===== src/rtl/ets_sweep_ctrl.sv =====
// Phase-sweep sequencer for the ETS acquisition path: walks the delay-line
// tap from 0 to last_tap, lets each tap settle, runs one accumulation and
// streams the {tap, count} result out on a valid/ready port.
module ets_sweep_ctrl #(
  parameter int TAP_W  = 8,
  parameter int SETTLE = 16
) (
  input  logic             clk,
  input  logic             rst_n,
  input  logic             sweep_start,
  input  logic             abort,
  input  logic [TAP_W-1:0] last_tap,
  output logic [TAP_W-1:0] phase_sel,
  output logic             phase_load,
  output logic             acc_start,
  input  logic             acc_done,
  input  logic [31:0]      acc_data,
  output logic             m_valid,
  input  logic             m_ready,
  output logic [TAP_W-1:0] m_tap,
  output logic [31:0]      m_count,
  output logic             m_last,
  output logic             busy,
  output logic             sweep_done
);

  typedef enum logic [2:0] {
    S_IDLE,
    S_SETTLE,
    S_ACQ,
    S_EMIT,
    S_FINISH,
    S_DRAIN
  } state_t;

  localparam logic [15:0]      SETTLE_LD = 16'(SETTLE);
  localparam logic [TAP_W-1:0] TAP_ONE   = {{(TAP_W-1){1'b0}}, 1'b1};

  state_t           state, state_nxt;
  logic [TAP_W-1:0] last, last_nxt;
  logic [15:0]      cnt, cnt_nxt;
  // low_seen: acc_done observed low since the result was captured
  // taken: the current beat has already been handed to the sink
  // abort_pend: abort arrived while a beat was outstanding
  logic             low_seen, low_seen_nxt;
  logic             taken, taken_nxt;
  logic             abort_pend, abort_pend_nxt;

  logic [TAP_W-1:0] phase_sel_nxt, m_tap_nxt;
  logic [31:0]      m_count_nxt;
  logic             phase_load_nxt, acc_start_nxt, m_valid_nxt;
  logic             m_last_nxt, busy_nxt, sweep_done_nxt;

  // EMIT exit qualifiers, including what is sampled on the current edge
  logic             seen_now, taken_now, pend_now;

  assign seen_now  = low_seen | ~acc_done;
  assign taken_now = taken | (m_valid & m_ready);
  assign pend_now  = abort_pend | abort;

  // State and every output are registered; reset returns all to quiescent.
  always_ff @(posedge clk or negedge rst_n) begin
    if (!rst_n) begin
      state      <= S_IDLE;
      last       <= '0;
      cnt        <= '0;
      low_seen   <= 1'b0;
      taken      <= 1'b0;
      abort_pend <= 1'b0;
      phase_sel  <= '0;
      phase_load <= 1'b0;
      acc_start  <= 1'b0;
      m_valid    <= 1'b0;
      m_tap      <= '0;
      m_count    <= '0;
      m_last     <= 1'b0;
      busy       <= 1'b0;
      sweep_done <= 1'b0;
    end else begin
      state      <= state_nxt;
      last       <= last_nxt;
      cnt        <= cnt_nxt;
      low_seen   <= low_seen_nxt;
      taken      <= taken_nxt;
      abort_pend <= abort_pend_nxt;
      phase_sel  <= phase_sel_nxt;
      phase_load <= phase_load_nxt;
      acc_start  <= acc_start_nxt;
      m_valid    <= m_valid_nxt;
      m_tap      <= m_tap_nxt;
      m_count    <= m_count_nxt;
      m_last     <= m_last_nxt;
      busy       <= busy_nxt;
      sweep_done <= sweep_done_nxt;
    end
  end

  // Next-state and next-output decode; strobes default low, the rest hold.
  always_comb begin
    state_nxt      = state;
    last_nxt       = last;
    cnt_nxt        = cnt;
    low_seen_nxt   = low_seen;
    taken_nxt      = taken;
    abort_pend_nxt = abort_pend;
    phase_sel_nxt  = phase_sel;
    phase_load_nxt = 1'b0;
    acc_start_nxt  = acc_start;
    m_valid_nxt    = m_valid;
    m_tap_nxt      = m_tap;
    m_count_nxt    = m_count;
    m_last_nxt     = m_last;
    busy_nxt       = busy;
    sweep_done_nxt = 1'b0;

    unique case (state)
      S_IDLE: begin
        acc_start_nxt = 1'b0;
        m_valid_nxt   = 1'b0;
        busy_nxt      = 1'b0;
        if (sweep_start) begin
          last_nxt       = last_tap;
          phase_sel_nxt  = '0;
          phase_load_nxt = 1'b1;
          cnt_nxt        = SETTLE_LD;
          busy_nxt       = 1'b1;
          abort_pend_nxt = 1'b0;
          state_nxt      = S_SETTLE;
        end
      end

      // cnt==1 on the last settle edge so acc_start appears SETTLE cycles
      // after phase_load.
      S_SETTLE: begin
        if (abort) begin
          acc_start_nxt = 1'b0;
          state_nxt     = S_DRAIN;
        end else if (cnt == 16'd1) begin
          acc_start_nxt = 1'b1;
          state_nxt     = S_ACQ;
        end else begin
          cnt_nxt = cnt - 16'd1;
        end
      end

      S_ACQ: begin
        if (abort) begin
          acc_start_nxt = 1'b0;
          state_nxt     = S_DRAIN;
        end else if (acc_done) begin
          acc_start_nxt = 1'b0;
          m_valid_nxt   = 1'b1;
          m_tap_nxt     = phase_sel;
          m_count_nxt   = acc_data;
          m_last_nxt    = (phase_sel == last);
          low_seen_nxt  = 1'b0;
          taken_nxt     = 1'b0;
          state_nxt     = S_EMIT;
        end
      end

      // The beat is offered once; after the handshake m_valid drops while we
      // keep waiting for the accumulator to leave its done state.
      S_EMIT: begin
        low_seen_nxt   = seen_now;
        taken_nxt      = taken_now;
        abort_pend_nxt = pend_now;
        if (m_valid && m_ready) begin
          m_valid_nxt = 1'b0;
        end
        if (seen_now && taken_now) begin
          if (pend_now) begin
            busy_nxt  = 1'b0;
            state_nxt = S_IDLE;
          end else if (phase_sel == last) begin
            sweep_done_nxt = 1'b1;
            state_nxt      = S_FINISH;
          end else begin
            phase_sel_nxt  = phase_sel + TAP_ONE;
            phase_load_nxt = 1'b1;
            cnt_nxt        = SETTLE_LD;
            state_nxt      = S_SETTLE;
          end
        end
      end

      S_FINISH: begin
        busy_nxt  = 1'b0;
        state_nxt = S_IDLE;
      end

      S_DRAIN: begin
        if (!acc_done) begin
          busy_nxt  = 1'b0;
          state_nxt = S_IDLE;
        end
      end

      default: begin
        state_nxt = S_IDLE;
      end
    endcase
  end

endmodule


===== config.mk =====
export PLATFORM = sky130hd
export DESIGN_NAME = ets_sweep_ctrl
export DESIGN_NICKNAME = d
export VERILOG_FILES = /design/src/rtl/ets_sweep_ctrl.sv
export SDC_FILE = /design/constraint.sdc
export NUM_CORES = 1
export LEC_CHECK = 0
export ABC_AREA = 1
export BUFFER_PORTS_ARGS = -buffer_cell sky130_fd_sc_hd__buf_2
export CAP_MARGIN = 10
export CORE_ASPECT_RATIO = 0.9
export CORE_MARGIN = 2
export CORE_UTILIZATION = 45
export DETAILED_ROUTE_END_ITERATION = 7
export PLACE_DENSITY = 0.69
export RECOVER_POWER = 25
export SYNTH_ARGS = -nofsm -noshare
export SYNTH_HDL_FRONTEND = slang
export SYNTH_SLANG_ARGS = --single-unit

===== constraint.sdc =====
create_clock -name clk -period 1.8 [get_ports clk]
set_input_delay 0.18 -clock clk [delete_from_list [all_inputs] [get_ports clk]]
set_output_delay 0.18 -clock clk [all_outputs]
set_load 0.005 [all_outputs]

==> out/metrics.cfg <==
[clock_network]
clockBufferDepth = 2
cts_tree = built
cts_setup_buffers = 0
clk_latency_ns = 0.36
htree_num_levels = 3
numCtsBuffers = 9
clkTransAtPathRegs_ns = 0.08
cts_sinks = 84
cts_root_buffer = clkbuf_8

[global_route]
antenna_found_initial = 0
track_usage = 0.193
overflow = 0
grt_pass1_vias = 3221
grt_pass1_wl_um = 15100
grt_max_degree = 40

[place]
placed_area_um2 = 4740
io_buffers = 99
dp_hpwl_um = 6440
place_congestion = 0.842
pre_cts_slack_ns = 0.109

[route]
wirelength_um = 8960
drc = 0
via_per_inst = 4.80
ant_nets = 0
vias = 3235
firstDrtPassIters = 4
wire_per_inst_um = 13.3
initialDrtViolationCount = 152

[critical_path]
criticalPathCategory = reg -> reg
crit_end = phase_sel[1]$_DFFE_PN0P_
r2r_cells = 10
critPathCaptureType = flop
crit_chain = inv_1, nand2_1, nand2_1, nand2_1, nor2_1, nand2_1, nand3_4, inv_1, nand2_1, nand2_1
max_stage_delay_ns = 0.47
cp-start-kind = flop
r2r-start = phase_sel[4]$_DFFE_PN0P_
worstSetupStartpoint = phase_sel[4]$_DFFE_PN0P_
cp_max_fo = 10
reg2reg_slack_ns = 0.11
crit_required_ns = 2.06
arrival_ns = 1.94
cp_slowest_cell = dfrtp_1
critPathMostFrequentCell = nand2_1
timing.rr.end = phase_sel[1]$_DFFE_PN0P_

[yosys]
ys_seq_area_frac = 0.518
synth.avg_cell_area_um2 = 9.19
syn_area_um2 = 4060
async_flop_share = 1.00
ys_ff_latch = 84
ys_warn_count = 0
synth_cell_type_count = 31
synth-edff-count = 0
postSynthCellCount = 442
synth-main-ff-cell = dfrtp_1
syn-num-nets = 491

[timing]
max_freq_mhz = 593
finalMaxSlewViolations = 0
fin_setup_tns_ns = 0
fin_crit_sh = 0.937
rsz0062_at_grt = true
min_period_ns = 1.69
setup_viol = 0
finalHoldViolCount = 0
maxSlewHeadroom = 0.309
fin_worst_skew_ns = 0.00373
worstMarginPinSlew_ns = 1.04
fin_ws_ns = 0.113

[worst_hold_path]
hold_path_class = in -> reg

[cells_and_area]
final_core_util = 0.570
area_growth_pct = 22.0
fin_area_um2 = 4950
layout.nets = 599
drive_gt1_frac = 0.342
antenna_cells = 0
fillers = 828

[floorplanning]
dieHeight_um = 94.1
start_util = 0.467
coreArea_um2 = 8690
pin_count = 100
die_w_um = 104
die_area_um2 = 9800
rows = 32

[pwr]
p_leak_nw = 2.69
ir_worst_vdd_mv = 0.721
powerDensity_nw_per_um2 = 1460
finalPower_mw = 7.22

[run]
maxCapViolCount = 0

[outcome]
status = finished clean

-- cells in the mapped netlist, types with 2 or more instances --
cell type | number | area [um2]
a21oi_1 | 2 | 10.0
buf_2 | 7 | 35.0
dfrtp_1 | 84 | 2100
ha_1 | 3 | 37.5
inv_1 | 29 | 109
inv_2 | 8 | 30.0
mux2_2 | 34 | 383
nand2_1 | 144 | 541
nand2_2 | 11 | 68.8
nand2_4 | 2 | 22.5
nand3_1 | 23 | 115
nand3_2 | 2 | 20.0
nand3_4 | 2 | 35.0
nand4_1 | 5 | 31.3
nor2_1 | 28 | 105
nor2_2 | 3 | 18.8
nor3_1 | 4 | 20.0
nor3b_1 | 2 | 15.0
o21ai_0 | 20 | 100
or2_2 | 2 | 12.5
xnor2_1 | 9 | 78.8
xor2_1 | 9 | 78.8
-- state kept, by name (all words and copies together) (netlist names) --
register,flops
sweep_done,1
busy,1
cnt,16
abort_pend,1
phase_sel,8
taken,1
m_valid,1
last,8
m_last,1
m_count,32
acc_start,1
phase_load,1
low_seen,1
state,3
m_tap,8
-- cells in the final DEF, fill, tap and decap left out, types with 2 or more instances in the layout --
cell type,netlist,routed
nand2_1,144,143
buf_2,7,98
dfrtp_1,84,83
mux2_2,34,34
inv_1,29,29
nor2_1,28,27
nand3_1,23,23
o21ai_0,20,20
nand2_2,11,12
xnor2_1,9,9
xor2_1,9,9
clkbuf_8,0,9
inv_2,8,8
nand4_1,5,5
nor2_2,3,4
nor3_1,4,4
buf_4,1,4
ha_1,3,3
or2_2,2,2
nand2_4,2,2
nand3_4,2,2
nand3_2,2,2
a21oi_1,2,2
nor3b_1,2,2
clkbuf_1,0,2
bufinv_16,0,2
buf_12,0,2
-- cell families (layout without fill, tap and decap cells) --
family	Yosys count	after routing	synth area share
buf+inv	48	161	0.0505
compound gates	25	25	0.0345
fa+ha+maj	3	3	0.00924
flops	84	84	0.518
simple gates	230	230	0.255
mux	34	34	0.0943
xor+xnor	18	18	0.0388
-- timing repair --
action,4_1_cts,5_1_grt
resized for setup,0,2
endpoints found under the setup margin,0,4
hold buffers,1,0
endpoints found under the hold margin,37,0
-- worst min-delay path by stage --
stage | start | end | cells after the start
floorplan | rst_n | abort_pend$_DFFE_PN0P_ | 0
global placement | rst_n | m_count[26]$_DFFE_PN0P_ | 1
finish | last_tap[3] | last[3]$_DFFE_PN0P_ | 3
CTS | last_tap[3] | last[3]$_DFFE_PN0P_ | 3
global route | last_tap[6] | last[6]$_DFFE_PN0P_ | 3
detailed placement | rst_n | m_count[26]$_DFFE_PN0P_ | 1
-- metal layers --
metal  wire (um)  vias up  part of all wire  global-route usage
li1            -     1615                 -                   -
met1        4170     1518              0.47               0.253
met2        4140       91              0.46               0.311
met3         531       11             0.059              0.0603
met4         117        0             0.013              0.0529
met5           0        -                 0                   0
-- area by class of cell --
type	count	area [um2]	area share
sequential	84	2100	0.425
multi-input combinational	310	1760	0.355
timing repair buffer	107	583	0.118
tap	119	149	0.0301
inverter	38	143	0.0288
clock buffer	11	131	0.0265
clock inverter	5	85.1	0.0172
-- worst max-delay path: cells and delay by family (launching register included) --
kind | cells | cell delay, ns
and+or+nand+nor | 8 | 0.89
DFF | 1 | 0.47
buffers and inverters | 2 | 0.23
-- metrics by stage --
stage	instances	hold WS [ns]
floorplan	442	-0.116
global placement	657	0.201
detailed placement	657	0.214
CTS	674	0.00375
global route	674	0.0150
finish	674	0.0107
-- where the power goes --
group          internal (mW)  total, mW  switching, mW
clock                  0.790       1.49          0.702
sequential              2.51       2.91          0.396
combinational           1.21       2.82           1.61
Power figures use the tool's default switching activity.
